**src/rtl/register_file_multiport_pkg.sv**
```systemverilog
// ---------------------------------------------------------------------------
// PkgRegisterFileMp
// Shared definitions for the multi-port register file:
//   - default parameter constants
//   - clear/run state encoding (enum plus legacy-compatible constants)
//   - helper for locating a port's slice inside a packed port vector
// ---------------------------------------------------------------------------
package PkgRegisterFileMp;

    localparam int DEFAULT_DATA_WIDTH      = 32;
    localparam int DEFAULT_NUM_REGS        = 16;
    localparam int DEFAULT_NUM_READ_PORTS  = 2;
    localparam int DEFAULT_NUM_WRITE_PORTS = 1;
    localparam int DEFAULT_ZERO_REG_EN     = 1;
    localparam int DEFAULT_BYPASS_EN       = 1;

    typedef enum logic [0:0] {
        ST_CLEAR = 1'b0,
        ST_RUN   = 1'b1
    } rf_state_e;

    localparam logic [0:0] STATE_CLEAR = ST_CLEAR;
    localparam logic [0:0] STATE_RUN   = ST_RUN;

    // Low bit position of port 'index' in a packed vector of 'width'-bit fields.
    function automatic int slice_lo(input int index, input int width);
        return index * width;
    endfunction

endpackage

```
**src/rtl/register_file_multiport_if.sv**
```systemverilog
// ---------------------------------------------------------------------------
// register_file_multiport_if
// Bus between a register-file user (master) and the register file (slave).
//   read_sel       packed read indices, port p at [p*SEL_WIDTH +: SEL_WIDTH]
//   read_data      packed asynchronous read data
//   write_en       per-port write enable
//   write_sel      packed write indices
//   write_data     packed write data
//   clear_req      request a full re-clear
//   busy           clear in progress
//   write_conflict registered same-target write indication
// ---------------------------------------------------------------------------
interface register_file_multiport_if
    import PkgRegisterFileMp::*;
#(
    parameter int DATA_WIDTH      = DEFAULT_DATA_WIDTH,
    parameter int NUM_REGS        = DEFAULT_NUM_REGS,
    parameter int NUM_READ_PORTS  = DEFAULT_NUM_READ_PORTS,
    parameter int NUM_WRITE_PORTS = DEFAULT_NUM_WRITE_PORTS
);
    localparam int SEL_WIDTH = $clog2(NUM_REGS);

    logic [NUM_READ_PORTS*SEL_WIDTH-1:0]   read_sel;
    logic [NUM_READ_PORTS*DATA_WIDTH-1:0]  read_data;
    logic [NUM_WRITE_PORTS-1:0]            write_en;
    logic [NUM_WRITE_PORTS*SEL_WIDTH-1:0]  write_sel;
    logic [NUM_WRITE_PORTS*DATA_WIDTH-1:0] write_data;
    logic                                  clear_req;
    logic                                  busy;
    logic                                  write_conflict;

    modport master (
        output read_sel, write_en, write_sel, write_data, clear_req,
        input  read_data, busy, write_conflict
    );

    modport slave (
        input  read_sel, write_en, write_sel, write_data, clear_req,
        output read_data, busy, write_conflict
    );

endinterface

```
**src/rtl/register_file_multiport_clear_ctrl.sv**
```systemverilog
// ---------------------------------------------------------------------------
// register_file_clear_ctrl
// Clear engine: after reset or a clear request it walks every register index
// once, issuing a zero-write strobe per cycle, then hands over to RUN.
//   clk        clock
//   rst        asynchronous active-high reset (enters CLEAR at index 0)
//   clear_req  restart the clear sequence (honoured only in RUN)
//   busy       high while clearing
//   clear_we   zero-write strobe for the storage array
//   clear_idx  register being zeroed this cycle
// ---------------------------------------------------------------------------
module register_file_clear_ctrl
    import PkgRegisterFileMp::*;
#(
    parameter int NUM_REGS  = DEFAULT_NUM_REGS,
    parameter int SEL_WIDTH = $clog2(NUM_REGS)
) (
    input  logic                 clk,
    input  logic                 rst,
    input  logic                 clear_req,
    output logic                 busy,
    output logic                 clear_we,
    output logic [SEL_WIDTH-1:0] clear_idx
);
    localparam logic [SEL_WIDTH-1:0] LAST_IDX = SEL_WIDTH'(NUM_REGS - 1);

    logic [0:0]           state_q;
    logic [SEL_WIDTH-1:0] count_q;

    // The counter wraps back to 0 on the final clear write because NUM_REGS
    // is a power of two, so leaving CLEAR needs no explicit counter reset.
    always_ff @(posedge clk or posedge rst) begin
        if (rst) begin
            state_q <= STATE_CLEAR;
            count_q <= '0;
        end else if (state_q == STATE_CLEAR) begin
            count_q <= count_q + 1'b1;
            if (count_q == LAST_IDX) begin
                state_q <= STATE_RUN;
            end
        end else if (clear_req) begin
            state_q <= STATE_CLEAR;
            count_q <= '0;
        end
    end

    assign busy      = (state_q == STATE_CLEAR);
    assign clear_we  = busy;
    assign clear_idx = count_q;

endmodule

```
**src/rtl/register_file_multiport.sv**
```systemverilog
// ---------------------------------------------------------------------------
// register_file_multiport
// Parametrised register file with NUM_READ_PORTS asynchronous read ports and
// NUM_WRITE_PORTS synchronous write ports, optional hardwired-zero register 0,
// optional same-cycle write-to-read bypass and a sequential clear engine.
//   clk   clock, all state on the rising edge
//   rst   asynchronous active-high reset
//   bus   register_file_multiport_if.slave (read/write ports, clear_req,
//         busy, write_conflict)
// ---------------------------------------------------------------------------
module register_file_multiport
    import PkgRegisterFileMp::*;
#(
    parameter int DATA_WIDTH      = DEFAULT_DATA_WIDTH,
    parameter int NUM_REGS        = DEFAULT_NUM_REGS,
    parameter int NUM_READ_PORTS  = DEFAULT_NUM_READ_PORTS,
    parameter int NUM_WRITE_PORTS = DEFAULT_NUM_WRITE_PORTS,
    parameter int ZERO_REG_EN     = DEFAULT_ZERO_REG_EN,
    parameter int BYPASS_EN       = DEFAULT_BYPASS_EN
) (
    input  logic                      clk,
    input  logic                      rst,
    register_file_multiport_if.slave  bus
);
    localparam int SEL_WIDTH = $clog2(NUM_REGS);

    logic [DATA_WIDTH-1:0] regs [NUM_REGS];

    logic                  busy;
    logic                  clear_we;
    logic [SEL_WIDTH-1:0]  clear_idx;

    logic [SEL_WIDTH-1:0]  wr_sel   [NUM_WRITE_PORTS];
    logic [DATA_WIDTH-1:0] wr_data  [NUM_WRITE_PORTS];
    logic                  write_eff[NUM_WRITE_PORTS];

    logic                  conflict_now;
    logic                  write_conflict_q;

    register_file_clear_ctrl #(
        .NUM_REGS  (NUM_REGS),
        .SEL_WIDTH (SEL_WIDTH)
    ) u_clear_ctrl (
        .clk       (clk),
        .rst       (rst),
        .clear_req (bus.clear_req),
        .busy      (busy),
        .clear_we  (clear_we),
        .clear_idx (clear_idx)
    );

    // Unpack write ports and decide which ones actually land. Writes to the
    // hardwired zero register and all writes while clearing are dropped here,
    // so the conflict detector and bypass never see them.
    always_comb begin
        for (int w = 0; w < NUM_WRITE_PORTS; w++) begin
            wr_sel[w]    = bus.write_sel[slice_lo(w, SEL_WIDTH) +: SEL_WIDTH];
            wr_data[w]   = bus.write_data[slice_lo(w, DATA_WIDTH) +: DATA_WIDTH];
            write_eff[w] = bus.write_en[w] && !busy &&
                           !((ZERO_REG_EN != 0) && (wr_sel[w] == '0));
        end
    end

    // Any pair of effective ports aiming at the same register is a conflict.
    always_comb begin
        conflict_now = 1'b0;
        for (int i = 0; i < NUM_WRITE_PORTS; i++) begin
            for (int j = i + 1; j < NUM_WRITE_PORTS; j++) begin
                if (write_eff[i] && write_eff[j] && (wr_sel[i] == wr_sel[j])) begin
                    conflict_now = 1'b1;
                end
            end
        end
    end

    always_ff @(posedge clk or posedge rst) begin
        if (rst) begin
            write_conflict_q <= 1'b0;
        end else begin
            write_conflict_q <= conflict_now;
        end
    end

    // Storage has no reset; the clear engine zeroes it one entry per cycle.
    // Ports are scanned in ascending order so the highest-indexed effective
    // port's write is the last assignment and therefore wins.
    always_ff @(posedge clk) begin
        if (clear_we) begin
            regs[clear_idx] <= '0;
        end else begin
            for (int w = 0; w < NUM_WRITE_PORTS; w++) begin
                if (write_eff[w]) begin
                    regs[wr_sel[w]] <= wr_data[w];
                end
            end
        end
    end

    for (genvar p = 0; p < NUM_READ_PORTS; p++) begin : g_read
        logic [SEL_WIDTH-1:0]  rd_sel;
        logic [DATA_WIDTH-1:0] rd_value;

        // Bypass scans ascending so the highest-indexed matching port wins;
        // the busy / zero-register gate is applied last so it overrides both.
        always_comb begin
            rd_sel   = bus.read_sel[slice_lo(p, SEL_WIDTH) +: SEL_WIDTH];
            rd_value = regs[rd_sel];
            if (BYPASS_EN != 0) begin
                for (int w = 0; w < NUM_WRITE_PORTS; w++) begin
                    if (write_eff[w] && (wr_sel[w] == rd_sel)) begin
                        rd_value = wr_data[w];
                    end
                end
            end
            if (busy || ((ZERO_REG_EN != 0) && (rd_sel == '0))) begin
                rd_value = '0;
            end
        end

        assign bus.read_data[slice_lo(p, DATA_WIDTH) +: DATA_WIDTH] = rd_value;
    end

    assign bus.busy           = busy;
    assign bus.write_conflict = write_conflict_q;

endmodule

```
**src/flat_wrapper.sv**
```systemverilog
// flat-port wrapper written by rule: the top's interface ports become plain ports
module register_file_multiport_flat import PkgRegisterFileMp::*;
#(
    parameter int DATA_WIDTH      = DEFAULT_DATA_WIDTH,
    parameter int NUM_REGS        = DEFAULT_NUM_REGS,
    parameter int NUM_READ_PORTS  = DEFAULT_NUM_READ_PORTS,
    parameter int NUM_WRITE_PORTS = DEFAULT_NUM_WRITE_PORTS,
    parameter int ZERO_REG_EN     = DEFAULT_ZERO_REG_EN,
    parameter int BYPASS_EN       = DEFAULT_BYPASS_EN
)
  (clk, rst, bus_read_sel, bus_write_en, bus_write_sel, bus_write_data, bus_clear_req, bus_read_data, bus_busy, bus_write_conflict);
  register_file_multiport_if #(.DATA_WIDTH(DATA_WIDTH), .NUM_REGS(NUM_REGS), .NUM_READ_PORTS(NUM_READ_PORTS), .NUM_WRITE_PORTS(NUM_WRITE_PORTS)) bus_i ();
  input  logic clk;
  input  logic rst;
  input wire logic [$bits(bus_i.read_sel)-1:0] bus_read_sel;
  input wire logic [$bits(bus_i.write_en)-1:0] bus_write_en;
  input wire logic [$bits(bus_i.write_sel)-1:0] bus_write_sel;
  input wire logic [$bits(bus_i.write_data)-1:0] bus_write_data;
  input wire logic [$bits(bus_i.clear_req)-1:0] bus_clear_req;
  output wire logic [$bits(bus_i.read_data)-1:0] bus_read_data;
  output wire logic [$bits(bus_i.busy)-1:0] bus_busy;
  output wire logic [$bits(bus_i.write_conflict)-1:0] bus_write_conflict;
  assign bus_i.read_sel = bus_read_sel;
  assign bus_i.write_en = bus_write_en;
  assign bus_i.write_sel = bus_write_sel;
  assign bus_i.write_data = bus_write_data;
  assign bus_i.clear_req = bus_clear_req;
  assign bus_read_data = bus_i.read_data;
  assign bus_busy = bus_i.busy;
  assign bus_write_conflict = bus_i.write_conflict;
  register_file_multiport #(.DATA_WIDTH(DATA_WIDTH), .NUM_REGS(NUM_REGS), .NUM_READ_PORTS(NUM_READ_PORTS), .NUM_WRITE_PORTS(NUM_WRITE_PORTS), .ZERO_REG_EN(ZERO_REG_EN), .BYPASS_EN(BYPASS_EN)) u_core (.clk(clk), .rst(rst), .bus(bus_i));
endmodule
```
**config.mk**
```make
export PLATFORM = sky130hd
export DESIGN_NAME = register_file_multiport_flat
export DESIGN_NICKNAME = d
export VERILOG_FILES = /design/src/rtl/register_file_multiport_pkg.sv /design/src/rtl/register_file_multiport_if.sv /design/src/rtl/register_file_multiport_clear_ctrl.sv /design/src/rtl/register_file_multiport.sv /design/src/flat_wrapper.sv
export SDC_FILE = /design/constraint.sdc
export NUM_CORES = 1
export LEC_CHECK = 0
export CAP_MARGIN = 20
export CORE_MARGIN = 5
export CORE_UTILIZATION = 60
export DETAILED_ROUTE_END_ITERATION = 8
export PLACE_DENSITY = 0.79
export SLEW_MARGIN = 0
export SYNTH_ARGS = -nofsm -noshare
export SYNTH_HDL_FRONTEND = slang
export SYNTH_HIERARCHICAL = 1
export SYNTH_SLANG_ARGS = --single-unit
```
**constraint.sdc**
```tcl
create_clock -name clk -period 4.4 [get_ports clk]
set_input_delay 1.32 -clock clk [delete_from_list [all_inputs] [get_ports clk]]
set_output_delay 1.32 -clock clk [all_outputs]
set_load 0.03 [all_outputs]
```
==> impl_metrics.yaml <==
sta:
  fin_crit_ns: 4.391
  worst_slack_ns: 0.008515
  hold_viol: 0
  finalCritPeriodShare: 0.9981
  clock_skew_ns: 0.04013
  tightest_slew_ns: 1.071
  whs_ns: 0.6496
  fmax_mhz: 227.7
  slew-limit-headroom: 0.2826
  finalMaxSlewViolations: 0
  final.setup.tns_ns: 0
  setup_viol: 0
critical_path:
  endpoint_kind: "output port"
  reg2regPathDepth: 7
  crit_fanout: 14
  startpoint_type: "input pin"
  arrival_ns: 3.07
  cp_data_required_time_ns: 3.08
  crit_type: "input pin to output port"
pwr:
  swShare: 0.2980
  cellLeakagePower_nw: 10.23
  p_comb_frac: 0.254
  switchingPower_w: 0.004596
  powerDensity_mw_per_mm2: 513.0
  p_clk_frac: 0.297
  cell_internal_pwr_w: 0.01083
  ir_drop_uv: 384.6
  power_frac_seq: 0.449
clocking:
  cts_tree: "yes"
  numCtsBuffers: 52
  cts_root_buf: "clkbuf_16"
  clock_sinks: 517
  clockBufferDepth: 3
  insertion_delay_ns: 0.63
  clk_pin_slew_ns: 0.06
  htree_levels: 2
synth:
  synth_top_area_frac: 0.6213
  synth_area_per_cell_sq_um: 19.85
  yosysTopAreaCell: "edfxtp_1"
  syn_inst: 1247
  async_flop_share: 0.009671
  ys_warn_count: 6
  synthesis.nets: 1296
  yosysUniqueCellTypes: 43
  synth.top_cells.by_area: "edfxtp_1 (62%), mux4_2 (23%), mux2i_1 (4.0%)"
  seq_area_frac_synth: 0.6263
  synth_edf_count: 512
  ys_ff_latch: 517
  syn-cell-area_sq_mm: 0.02475
  ys.flop_type: "edfxtp_1"
routing:
  met3_length_mm: 8.979
  vias: 14980
  first_pass_iters: 5
  vias_per_cell: 7.404
  maxUsedRoutingLayer: "met4"
  drc: 0
  wl_mm: 71.97
  drt_iter0_drc: 2161
  wl_per_cell_microns: 35.58
  ant_nets: 0
  wl_met2_mm: 34.97
  wl_met1_mm: 25.70
floorplanning:
  rows: 74
  die_y_microns: 213.1
  die_x_microns: 213.1
  die-area_sq_mm: 0.04541
  io_pins: 114
  start_util: 0.6061
  core_area_sq_mm: 0.04083
placed_design:
  numPortBuffers: 112
  dp_slack_ns: -0.3729
  hpwl_mm: 40.49
  place_congestion: 0.8411
run:
  maxCapViolCount: 0
global_routing:
  grt_pass1_vias: 15200
  grt_max_degree: 34
  antenna_found_initial: 0
  grt_remaining_overflow: 0
  grt_pass1_wl_mm: 101.5
  grt_use_total: 0.3103
layout:
  syn2layout_area_growth_pct: 21.46
  final_util: 0.7362
  mostFrequentLayoutCell: "edfxtp_1"
  final_cell_mix: "edfxtp_1 (512), mux4_2 (256), buf_4 (104)"
  nNetsFinal: 1497
  drive_gt1_frac: 0.3946
hold_path:
  hold_path_class: "flop to flop"
  min_path_cells: 1
run_status:
  status: "complete, no violations"
-- worst max-delay path, cell delays in order --
cell and delay [ns]:
buf_16 0.13, buf_4 0.13, buf_12 0.17, mux4_2 0.51, mux2i_1 0.20, mux2i_1 0.19
a22o_1 0.24, buf_4 0.17
-- logic make-up after synthesis --
family                   after synthesis  share of synthesized area
flip-flops                           517                     0.6263
buffers and inverters                110                    0.02437
AO/OA/AOI/OAI                        139                    0.04606
other                                  1                  0.0001515
adder cells (fa/ha/maj)                1                  0.0005055
XOR/XNOR                               9                   0.003185
AND/OR/NAND/NOR                      113                    0.02553
multiplexers                         357                     0.2739
-- timing repair --
action,4_1_cts,5_1_grt
buffers inserted,8,19
hold buffers,0,0
gates cloned,3,5
gates resized for setup,32,45
endpoints found under the setup margin,64,61
pin swaps,5,7
-- registers in the layout, indices dropped and copies added (netlist names) --
signal,count
u_core/regs,512
u_core/u_clear_ctrl/clear_idx,4
u_core/u_clear_ctrl/state_q,1
-- cell usage after synthesis (2+ instances only) --
master and n:
clkbuf_1 34, nor4_1 2, and2_1 35, buf_4 6, nand2_1 35, nand3b_1 2, dfrtp_1 5, nor4_4 2
buf_6 14, nor2_1 22, inv_1 2, a22oi_1 64, nor2b_1 5, mux4_2 256, buf_2 47, clkbuf_2 3
nor4b_1 2, mux2i_1 100, buf_1 3, xor2_1 8, and2b_1 2, edfxtp_1 512, a31oi_1 2, a22o_1 64
o21ai_1 2
-- per-layer routing --
layer | GRT usage | vias up
met1 | 0.4351 | 7747
met3 | 0.07244 | 169
met5 | 0 | -
met2 | 0.4986 | 1260
li1 | - | 5803
met4 | 0.09247 | 0
-- power groups by stage --
| stage | Combinational (W) | Clock (W) | Sequential, W |
|---|---|---|---|
| after floorplan | 0.00207 | 0 | 0.00679 |
| after global placement | 0.00361 | 0 | 0.00689 |
| after detailed placement | 0.00367 | 0 | 0.00695 |
| after CTS | 0.00383 | 0.00462 | 0.00688 |
| after global routing | 0.00402 | 0.00483 | 0.00697 |
| final | 0.00392 | 0.00458 | 0.00692 |
-- per-stage QoR --
stage	instances	power (W)	cell area, sq um
3_5_place_dp	1894	0.01063	27680
2_1_floorplan	1247	0.008869	24750
5_1_grt	2022	0.01582	30060
3_3_place_gp	1894	0.01051	27680
6_report	2023	0.01542	30060
4_1_cts	2001	0.01533	29650
-- final cells by class --
class | instances | area [sq um]
antenna | 1 | 2.502
clock buffer | 63 | 1343
clock inverter | 33 | 402.9
fill | 2245 | 10770
inverter | 3 | 11.26
multi-input combinational | 620 | 8890
sequential | 517 | 15500
tap | 532 | 665.6
timing repair buffer | 254 | 3244
-- worst paths after layout --
| kind | end | from | slack (ns) |
|---|---|---|---|
| worst max-delay path | bus_read_data[52] | bus_read_sel[4] | 0.009 |
| min in group asynchronous | u_core/u_clear_ctrl/clear_idx[1] | rst | 0.94 |
| max in group asynchronous | u_core/u_clear_ctrl/state_q | rst | 3.28 |
| worst max register to register | u_core/regs[0][16] | u_core/u_clear_ctrl/state_q | 1.37 |
| worst min register to register | u_core/u_clear_ctrl/clear_idx[0] | u_core/u_clear_ctrl/state_q | 0.65 |
| worst min-delay path | u_core/u_clear_ctrl/clear_idx[0] | u_core/u_clear_ctrl/state_q | 0.65 |
Power figures use the tool's default switching activity.
